===== config.mk =====
export PLATFORM = sky130hd
export DESIGN_NAME = stopwatch_lap_ctrl
export DESIGN_NICKNAME = d
export VERILOG_FILES = /design/src/rtl/stopwatch_lap_ctrl.sv
export SDC_FILE = /design/constraint.sdc
export NUM_CORES = 1
export LEC_CHECK = 0
export BUFFER_PORTS_ARGS = -buffer_cell sky130_fd_sc_hd__buf_2
export CAP_MARGIN = 20
export CORE_UTILIZATION = 59
export CTS_CLUSTER_DIAMETER = 150
export CTS_CLUSTER_SIZE = 10
export DETAILED_ROUTE_END_ITERATION = 10
export MAX_ROUTING_LAYER = met4
export PLACE_DENSITY_LB_ADDON = 0.25
export SETUP_SLACK_MARGIN = 0.4
export SYNTH_ARGS = -nofsm -noshare
export SYNTH_HDL_FRONTEND = slang
export SYNTH_SLANG_ARGS = --single-unit

===== constraint.sdc =====
create_clock -name clk -period 9.25 [get_ports clk]
set_clock_uncertainty 0.05 [all_clocks]
set_input_delay 0.925 -clock clk [delete_from_list [all_inputs] [get_ports clk]]
set_output_delay 0.925 -clock clk [all_outputs]
set_load 0.03 [all_outputs]

===== src/rtl/stopwatch_lap_ctrl.sv =====
// Stopwatch controller: synchronised buttons, IDLE/RUN/STOP/SPLIT FSM,
// saturating elapsed-tick counter, split freeze register and lap table.
module stopwatch_lap_ctrl #(
  parameter int CNT_W     = 24,
  parameter int LAP_DEPTH = 8,
  parameter int SYNC_STG  = 2,
  localparam int LW       = $clog2(LAP_DEPTH)
) (
  input  logic             clk,
  input  logic             rst,
  input  logic             tick_i,
  input  logic             start_i,
  input  logic             stop_i,
  input  logic             split_i,
  input  logic             lap_i,
  input  logic             clr_i,
  input  logic [LW-1:0]    lap_rd_idx_i,
  output logic [CNT_W-1:0] lap_rd_data_o,
  output logic [LW:0]      lap_cnt_o,
  output logic             lap_full_o,
  output logic [CNT_W-1:0] time_o,
  output logic [CNT_W-1:0] disp_o,
  output logic             en_o,
  output logic             update_o,
  output logic             ovf_o,
  output logic [1:0]       state_o
);

  localparam logic [1:0] ST_IDLE  = 2'd0;
  localparam logic [1:0] ST_RUN   = 2'd1;
  localparam logic [1:0] ST_STOP  = 2'd2;
  localparam logic [1:0] ST_SPLIT = 2'd3;
  localparam int NB = 5;

  // Button vector bit order: 0 start, 1 stop, 2 split, 3 lap, 4 clr
  logic [NB-1:0]          btn;
  logic [SYNC_STG*NB-1:0] sync_reg;
  logic [NB-1:0]          prev_reg;
  logic [NB-1:0]          sync_last;
  logic [NB-1:0]          pulse;

  logic [1:0]       state_reg, state_next;
  logic [CNT_W-1:0] time_reg;
  logic [CNT_W-1:0] frozen_reg;
  logic             ovf_reg;
  logic [LW:0]      lap_cnt_reg;
  logic [CNT_W-1:0] rd_data_reg;
  logic [CNT_W-1:0] lap_mem [LAP_DEPTH];

  logic clr_evt;
  logic lap_evt;
  logic running;
  logic full;
  logic lap_wr;

  assign btn       = {clr_i, lap_i, split_i, stop_i, start_i};
  assign sync_last = sync_reg[SYNC_STG*NB-1 -: NB];
  assign pulse     = sync_last & ~prev_reg;

  always_ff @(posedge clk or posedge rst) begin
    if (rst) begin
      sync_reg <= '0;
      prev_reg <= '0;
    end else begin
      sync_reg <= {sync_reg[(SYNC_STG-1)*NB-1:0], btn};
      prev_reg <= sync_last;
    end
  end

  assign running = (state_reg == ST_RUN) || (state_reg == ST_SPLIT);
  assign full    = (lap_cnt_reg == (LW+1)'(LAP_DEPTH));

  // Only the highest-priority pulse is considered; lower ones are dropped
  // even when the winner has no effect in the current state.
  always_comb begin
    state_next = state_reg;
    clr_evt    = 1'b0;
    if (pulse[4]) begin
      if (state_reg == ST_STOP) begin
        state_next = ST_IDLE;
        clr_evt    = 1'b1;
      end
    end else if (pulse[2]) begin
      if (state_reg == ST_RUN)        state_next = ST_SPLIT;
      else if (state_reg == ST_SPLIT) state_next = ST_RUN;
    end else if (pulse[1]) begin
      if (running) state_next = ST_STOP;
    end else if (pulse[0]) begin
      if ((state_reg == ST_IDLE) || (state_reg == ST_STOP)) state_next = ST_RUN;
    end
    lap_evt = pulse[3] && ((state_next == ST_RUN) || (state_next == ST_SPLIT));
  end

  assign lap_wr = lap_evt && !full;

  always_ff @(posedge clk or posedge rst) begin
    if (rst) begin
      state_reg   <= ST_IDLE;
      time_reg    <= '0;
      frozen_reg  <= '0;
      ovf_reg     <= 1'b0;
      lap_cnt_reg <= '0;
    end else begin
      state_reg <= state_next;
      if (clr_evt) begin
        time_reg    <= '0;
        frozen_reg  <= '0;
        ovf_reg     <= 1'b0;
        lap_cnt_reg <= '0;
      end else begin
        if (running && tick_i) begin
          if (&time_reg) ovf_reg  <= 1'b1;
          else           time_reg <= time_reg + 1'b1;
        end
        // Capture the count as it stood before this edge's tick
        if ((state_next == ST_SPLIT) && (state_reg != ST_SPLIT))
          frozen_reg <= time_reg;
        if (lap_wr)
          lap_cnt_reg <= lap_cnt_reg + 1'b1;
      end
    end
  end

  always_ff @(posedge clk) begin
    if (lap_wr)
      lap_mem[lap_cnt_reg[LW-1:0]] <= time_reg;
  end

  // Entries at or beyond the fill level read as zero, which also covers a
  // same-cycle write to the entry being read.
  always_ff @(posedge clk or posedge rst) begin
    if (rst)
      rd_data_reg <= '0;
    else if ({1'b0, lap_rd_idx_i} < lap_cnt_reg)
      rd_data_reg <= lap_mem[lap_rd_idx_i];
    else
      rd_data_reg <= '0;
  end

  assign lap_rd_data_o = rd_data_reg;
  assign lap_cnt_o     = lap_cnt_reg;
  assign lap_full_o    = full;
  assign time_o        = time_reg;
  assign disp_o        = (state_reg == ST_SPLIT) ? frozen_reg : time_reg;
  assign en_o          = running;
  assign update_o      = (state_reg != ST_SPLIT);
  assign ovf_o         = ovf_reg;
  assign state_o       = state_reg;

endmodule

==> results list, run 1 <==
- Wire segments on met3 add up to 1780 µm in the final route.
- The clock passes through at most 3 buffers.
- In the detailed route, the total length drawn on met2 is roughly 13000 µm.
- Remaining global-route overflow: 0
* Number of buffers added by the clock tree synthesis step: 34
- Max FFs per register: 192
- Share of the synthesized area in the top cell type: 0.500
- The run finished with clean final reports.
* Final-layout fill cell count: 1202
- Input and output buffers added on the ports amount to 92.
* First drt pass iteration count: 4
- Post-detail-place hpwl: 14400 µm
- Count of state elements after synthesis: 286
* Ratio of routed vias to standard cells: 6.10
* Number of stages on the worst hold path: 0
- Headroom to the max-slew limit came out at 0.367.
* Cell area after synthesis: roughly 0.012 mm²
- Setup repair after global routing left no endpoint under its margin.
* Required time reported for the critical path endpoint: 8.28 ns
- Number of placement rows: 50
- In this run, synthesis inferred 192 flip-flops with an integrated enable.
- P_leak: 5.23 nW
- In the final layout, the share of cells above drive strength 1 is 0.285.
- In this run the worst path has a maximum fanout of 33.
* Pin count of the biggest net entering global routing: 50
* Post-cts sizing count: 0
- For this run, asynchronously set or reset flops after synthesis account for 0.329.
- The H-tree was split into 2 levels.
- Final weighted congestion in routability-driven placement: 0.847
* Worst setup SP type: register
* TritonCTS clock tree: built
* Largest family of logic cells by synthesized area: multiplexers
- Width of the die: 142 µm
* Worst setup timing slack at the placement stage: about 5.7 ns
- Sequential cell area fraction in the yosys report: 0.703
- Tightest hold margin: 0.301 ns
- FMAX: ~0.32 GHz
- Dividing the final minimum period by the clock period gives 0.336.
- Total DRC errors in the routed layout: 0
- The number of hold buffers added after CTS was 0.
- In this run the clock root is driven by a clkbuf_16.
- Of the total synthesized cell area, the portion taken by AND, OR, NAND and NOR gates is 0.0787.
- Power per Cell Area: 255 mW/mm²
* Post-synthesis xor/xnor area fraction: 0.00835
- Synthesis produced 709 cells.
* Antenna violations before repair: 0
- The first global-routing pass estimated 39300 µm of wire.
- Number of placed I/O pins: 93
- Final Util: 0.705
- Count of cells along the worst register-to-register path: 8
- For this block, wires on met1 add up to 10400 µm.
* Leading post-synthesis cells by cell area: edfxtp_1 (50%), dfrtp_1 (20%), mux4_2 (9.4%)
* Area of the core: 0.0190 mm²
* Setup violations, final: 0
- The number of global-route vias before repair came to 6943.
* Count of placed standard cells including taps: ~1000
* Critical Path AT: 2.13 ns
- The number of nets handed over by synthesis was 730.
- Clock-pin slew of the registers on the worst-case setup and hold paths: 0.05 ns
* Floorplan die area: 0.0201 mm²
* Unique cell type count in the Yosys netlist: 59
- For this block, the via count after detailed routing is roughly 6700.
- Worst-Skew Late Latency: 0.51 ns
- Worst Max-Slew Pin Slew: roughly 0.95 ns
- P&R area growth vs syn: 15.8%
- After layout, the worst setup slack is 6.14 ns.
* Clock Sink Count: between 200 and 300
- The first routing iteration left 523 violations.
* Antenna diodes: 0
- Syn_area_per_cell: between 15 and 20 µm²
- Most instantiated flip-flop cell in the synthesis netlist: edfxtp_1
* YS warnings: 0
* Number of max-cap violations: 0
- Overall routed net length: 25300 µm
- Top Metal Used: met4
- Synth Area in Adders: 0.0108
- After the last flow step, the layout net total stands at 837.
- Die Y-Extent: 142 µm
- After clock tree synthesis, the setup repair step added 0 buffers.
- Min Tclk post-route: a little over 3 ns
- For this configuration, the core starts out at a cell density of 0.609.
- Type of the setup path with the least slack: reg2out
- The area fraction in compound gates after synthesis was 0.0411.
* Multiplexer share of the synthesized area: 0.137
- Final number of hold-violating endpoints: 0
- Endpoint kind of the worst setup timing path: output pin
- Overall track demand over capacity in global routing: 0.275
- Cell type with the largest total area after synthesis: edfxtp_1
- Final Max Slew Viols: 0
* VDD IR max: 0.199 mV
- Post-route ant nets: 0
* Routed length per placed instance: approximately 23 µm
* Setup total negative slack: 0 ns
- Path category of the worst min-delay check: reg2reg
* Post-Layout Cell Count: 1100
-- metrics by stage --
stage,power (mW),area (µm²)
finish,3.41,13400
global route,3.54,13400
CTS,3.43,13400
detailed placement,2.23,12400
global placement,2.19,12300
floorplan,2.02,11500
-- logic make-up (layout without fill, tap and decap cells) --
| logic type | after synthesis | in the layout |
|---|---|---|
| fa+ha+maj | 10 | 10 |
| mux | 95 | 95 |
| buf+inv | 52 | 183 |
| flops | 286 | 286 |
| compound gates | 74 | 74 |
| xor+xnor | 11 | 11 |
| simple gates | 181 | 181 |
-- power breakdown --
part / internal (mW) / leakage, nW / total, mW / switching, mW
Sequential: 1.49 / 3.05 / 1.60 / 0.110
Combinational: 0.191 / 1.70 / 0.606 / 0.415
Clock: 0.718 / 0.475 / 1.20 / 0.484
Total: 2.40 / 5.23 / 3.41 / 1.01
-- Yosys cell counts, types with 3 or more instances --
cell type  instances
a31o_2             3
nand3_1           36
or3_1              4
nor4_1            12
a21oi_1           14
mux2i_1           27
edfxtp_1         192
buf_1              4
nor2b_1            3
o311ai_1           3
buf_2              8
buf_6              3
mux2_2            20
mux4_2            48
nand2b_1           5
nand2_1           49
o21ai_0           34
clkbuf_1          22
ha_1              10
or4_1              3
o41ai_1            3
nand4_1            4
inv_1             12
dfrtp_1           94
nor2_1            43
xnor2_1            9
and2_1             3
-- metal layers --
metal | GRT usage | vias to the layer above
met4 | 0.0770 | 0
met1 | 0.357 | 3451
met2 | 0.441 | 271
met3 | 0.0628 | 40
met5 | - | -
li1 | - | 2945
-- worst paths after layout --
kind,from,slack (ns),end
setup / recovery,state_o[1],6.14,disp_o[21]
hold / removal,sync_reg[2],0.30,sync_reg[7]
max in group asynchronous,rst,7.61,frozen_reg[16]
setup reg to reg,lap_cnt_o[0],6.18,lap_mem[3][15]
min in group asynchronous,rst,0.45,frozen_reg[10]
hold reg to reg,sync_reg[2],0.30,sync_reg[7]
-- critical path: stages, from the launching register on --
cell and delay [ns]:
dfrtp_1 0.45, ha_1 0.21, buf_4 0.38, mux2_2 0.40, buf_2 0.18
-- cell type report --
type	instances	area, µm²	share of cell area
inverters	12	47.5	0.00356
clock buffers	56	933	0.0698
flip-flops and latches	286	8120	0.607
clock inverters	4	63.8	0.00477
repair buffers	111	623	0.0466
well taps	260	325	0.0243
multi-input cells	371	3260	0.244
-- cell usage in the layout (no fill, tap or decap), types with 3 or more instances in the layout --
cell / synthesis / final
inv_1: 12 / 11
mux2_2: 20 / 20
dfrtp_1: 94 / 94
clkbuf_16: 0 / 34
buf_4: 1 / 17
buf_2: 8 / 92
mux4_2: 48 / 48
nor2_1: 43 / 42
nand4_1: 4 / 4
a21oi_1: 14 / 14
nand2b_1: 5 / 5
nand3_1: 36 / 36
edfxtp_1: 192 / 192
nor4_1: 12 / 5
or4_1: 3 / 3
a31o_2: 3 / 3
ha_1: 10 / 10
nor2b_1: 3 / 3
or3_1: 4 / 4
xnor2_1: 9 / 9
and2_1: 3 / 3
clkbuf_1: 22 / 22
o41ai_1: 3 / 3
nor4_2: 1 / 7
mux2i_1: 27 / 27
o21ai_0: 34 / 34
nand2_1: 49 / 49
No activity file was read; power rests on OpenSTA's default activity.
==> run 2, diff against run 1 <==
Settings changed: CORE_UTILIZATION 59 to 54.
Clock period 9.25 ns to 2.54 ns, I/O delays scaled along.
==> run 2 against run 1 <==
Count of clock-buffer cells in the layout grew 2. Combinational power grew to 6.1 times the previous value. Global-route usage grew 0.57 points. First-iteration DRC count grew 41%. Sequential share of layout area shrank 8.6 points. Non-clock buffer count grew 114. Critical path depth grew 4. Setup slack lost 6.1 ns.
==> results list, run 2 (synthesis gave the netlist of run 1 again) <==
* Pin count of the biggest net entering global routing: 95
- IR analysis of the VDD net gives a maximum drop of roughly 0.63 mV.
- Area used by sequential logic in the layout: 0.00814 mm²
- Worst-Skew Late Latency: 0.50 ns
* Max Root-Sink Buffers: 3
- Portion of the clock cycle consumed by the worst path in the final layout: 0.988
* Leading cell type in the layout, fill and taps excluded: edfxtp_1
- The number of buffers and inverters on the critical path is 2.
* Port buffer count: ~90
* Final weighted congestion in routability-driven placement: between 0.8 and 0.9
* Leading cell types in the layout, fill and taps excluded: edfxtp_1 (192), dfrtp_1 (81), buf_2 (67), buf_4 (63), clkbuf_16 (50)
- Derived from the worst setup path, the maximum achievable clock frequency is 0.398 GHz.
- Ratio of routed vias to standard cells: roughly 6.2
- Final-layout fill cell count: 1253
* Max FFs per register: approximately 190
- The tightest min-delay check is of the in2reg type.
- The tree is rooted in a clkbuf_16.
- Summing all non-filler instances in the final layout gives an area of 0.0156 mm².
* Number of max-cap violations: 0
* RSZ-0062 raised after global routing: true
* Number of buffers added by the clock tree synthesis step: 34
- Once layout is complete, the utilization of the core stands at 0.746.
* TritonCTS clock tree: built
- Area of combinational cells with multiple inputs: 0.00370 mm²
- Worst setup SP type: register
* Total power: 13.9 mW
- The first global-routing pass estimated 44000 µm of wire.
* Family of cells with the greatest summed delay on the critical path: simple AND/OR/NAND/NOR gates
- In this design, the stage delay of the slowest critical-path cell is 0.46 ns.
- The H-tree was split into 2 levels.
- In the final routed layout, each cell accounts on average for 26.4 µm.
* Required time reported for the critical path endpoint: 2.70 ns
* Number of nets at the end of the flow: 951
- At the pin with the least slew margin, the transition time is 0.908 ns.
- Floorplan die area: 0.0220 mm²
* Die Y-Extent: around 150 µm
- Highest net fanout along the worst path: 8
* Power per Cell Area: 890 mW/mm²
* Antenna violations before repair: 0
* Clock-pin slew of the registers on the worst-case setup and hold paths: 0.06 ns
- Total placed instance area: 0.0129 mm²
- Setup violations remaining at the end of the flow were counted as 0.
- For the finished layout, the period the worst path requires is 2.51 ns.
* Number of placement rows: 53
- Number of global-route vias before repair: 7494
- DR vias: 7561
* Post-detail-place hpwl: 15600 µm
* First drt pass iteration count: 5
- Counting every sink on the clock net gives 286.
- During I/O placement, the number of pins put on the boundary was 93.
- Slew HR: 0.390
- P&R area growth vs syn: 35.4%
- The hold violation total from the final report was 0.
- For this run, design rule violations remaining after detail routing come to 0.
* Post-route ant nets: 0
* Critical-path cell list: ha_4 -> or2_4 -> a211o_1 -> o311ai_4 -> nand2_8 -> nor4_4 -> buf_4 -> clkbuf_16
* Final Max Slew Viols: 0
- Type of the setup path with the least slack: reg2reg
- The total overflow left after global routing is 0.
- In the final layout, the share of cells above drive strength 1 is 0.443.
- At the worst endpoint, the arrival time is 2.67 ns.
- Initial core utilization: 0.551
- Width of the die: approximately 150 µm
- Overall track demand over capacity in global routing: 0.281
- Antenna diodes: 0
- The worst setup path is captured at a register.
* Area of the core: 0.0210 mm²
- P_leak: 6.14 nW
* Overall routed net length: 32400 µm
- The slowest stage of the critical path belongs to the cell dfrtp_2.
- The detailed router finished its first iteration with 737 violations.
* Status: finished, final reports clean
run 2: changes by cell type in the layout (fill, tap and decap cells not counted), moves of 17 or more:
cell / change
buf_12: +17
buf_6: +43
buf_2: -25
buf_4: +46
o21ai_2: +24
o21ai_0: -28
run 2: final timing paths:
kind	startpoint	end	slack, ns	depth (start not counted)
worst min register to register	sync_reg[0]	sync_reg[5]	0.30	0
worst max-delay path	state_o[0]	lap_mem[0][20]	0.03	8
worst min-delay path	tick_i	time_o[1]	0.20	4
worst max register to register	state_o[0]	lap_mem[0][20]	0.03	8
min in group asynchronous	rst	frozen_reg[12]	0.38	4
max in group asynchronous	rst	time_o[4]	1.60	4
run 2: metrics by stage:
stage	instances	hold WS [ns]	setup TNS (ns)	setup slack, ns
5_1_grt	1229	0.255	0	0.0298
4_1_cts	1191	0.295	0	0.122
2_1_floorplan	709	0.235	-118.55	-0.678
3_5_place_dp	1086	0.285	0	0.0809
6_report	1229	0.199	0	0.0294
3_3_place_gp	1086	0.285	0	0.182
run 2: area by class of cell:
cell class | instances | area share
Timing Repair Buffer | 225 | 0.152
Sequential cell | 286 | 0.521
Tap cell | 275 | 0.0220
Multi-Input combinational cell | 371 | 0.237
Inverter | 12 | 0.00368
Clock buffer | 58 | 0.0616
Clock inverter | 2 | 0.00248
run 2: tightest hold or removal path: stages:
cell     delay (ns)
buf_2          0.13
o21ai_2        0.10
a21oi_1        0.09
o21ai_0        0.14
run 2: power by group:
group          total (mW)  leakage, nW  switching, mW  internal, mW
clock network        4.48        0.477           1.81          2.67
logic                3.72         2.63           2.22          1.51
registers            5.70         3.03          0.250          5.45
total                13.9         6.14           4.27          9.63
run 2: routing by layer:
metal	track usage	vias up	part of all wire	wire length, µm
met1	0.368	3901	0.39	12700
li1	-	3175	-	-
met4	0.0938	0	0.035	1130
met3	0.0390	90	0.066	2150
met5	-	-	0	0
met2	0.456	395	0.51	16500
run 2: repair_timing:
action | 4_1_cts | 5_1_grt
buffers inserted | 25 | 22
resized for setup | 102 | 108
endpoints found under the setup margin | 274 | 255
cloned | 14 | 16
pin swaps | 22 | 23
hold buffers | 6 | 0
endpoints found under the hold margin | 99 | 0
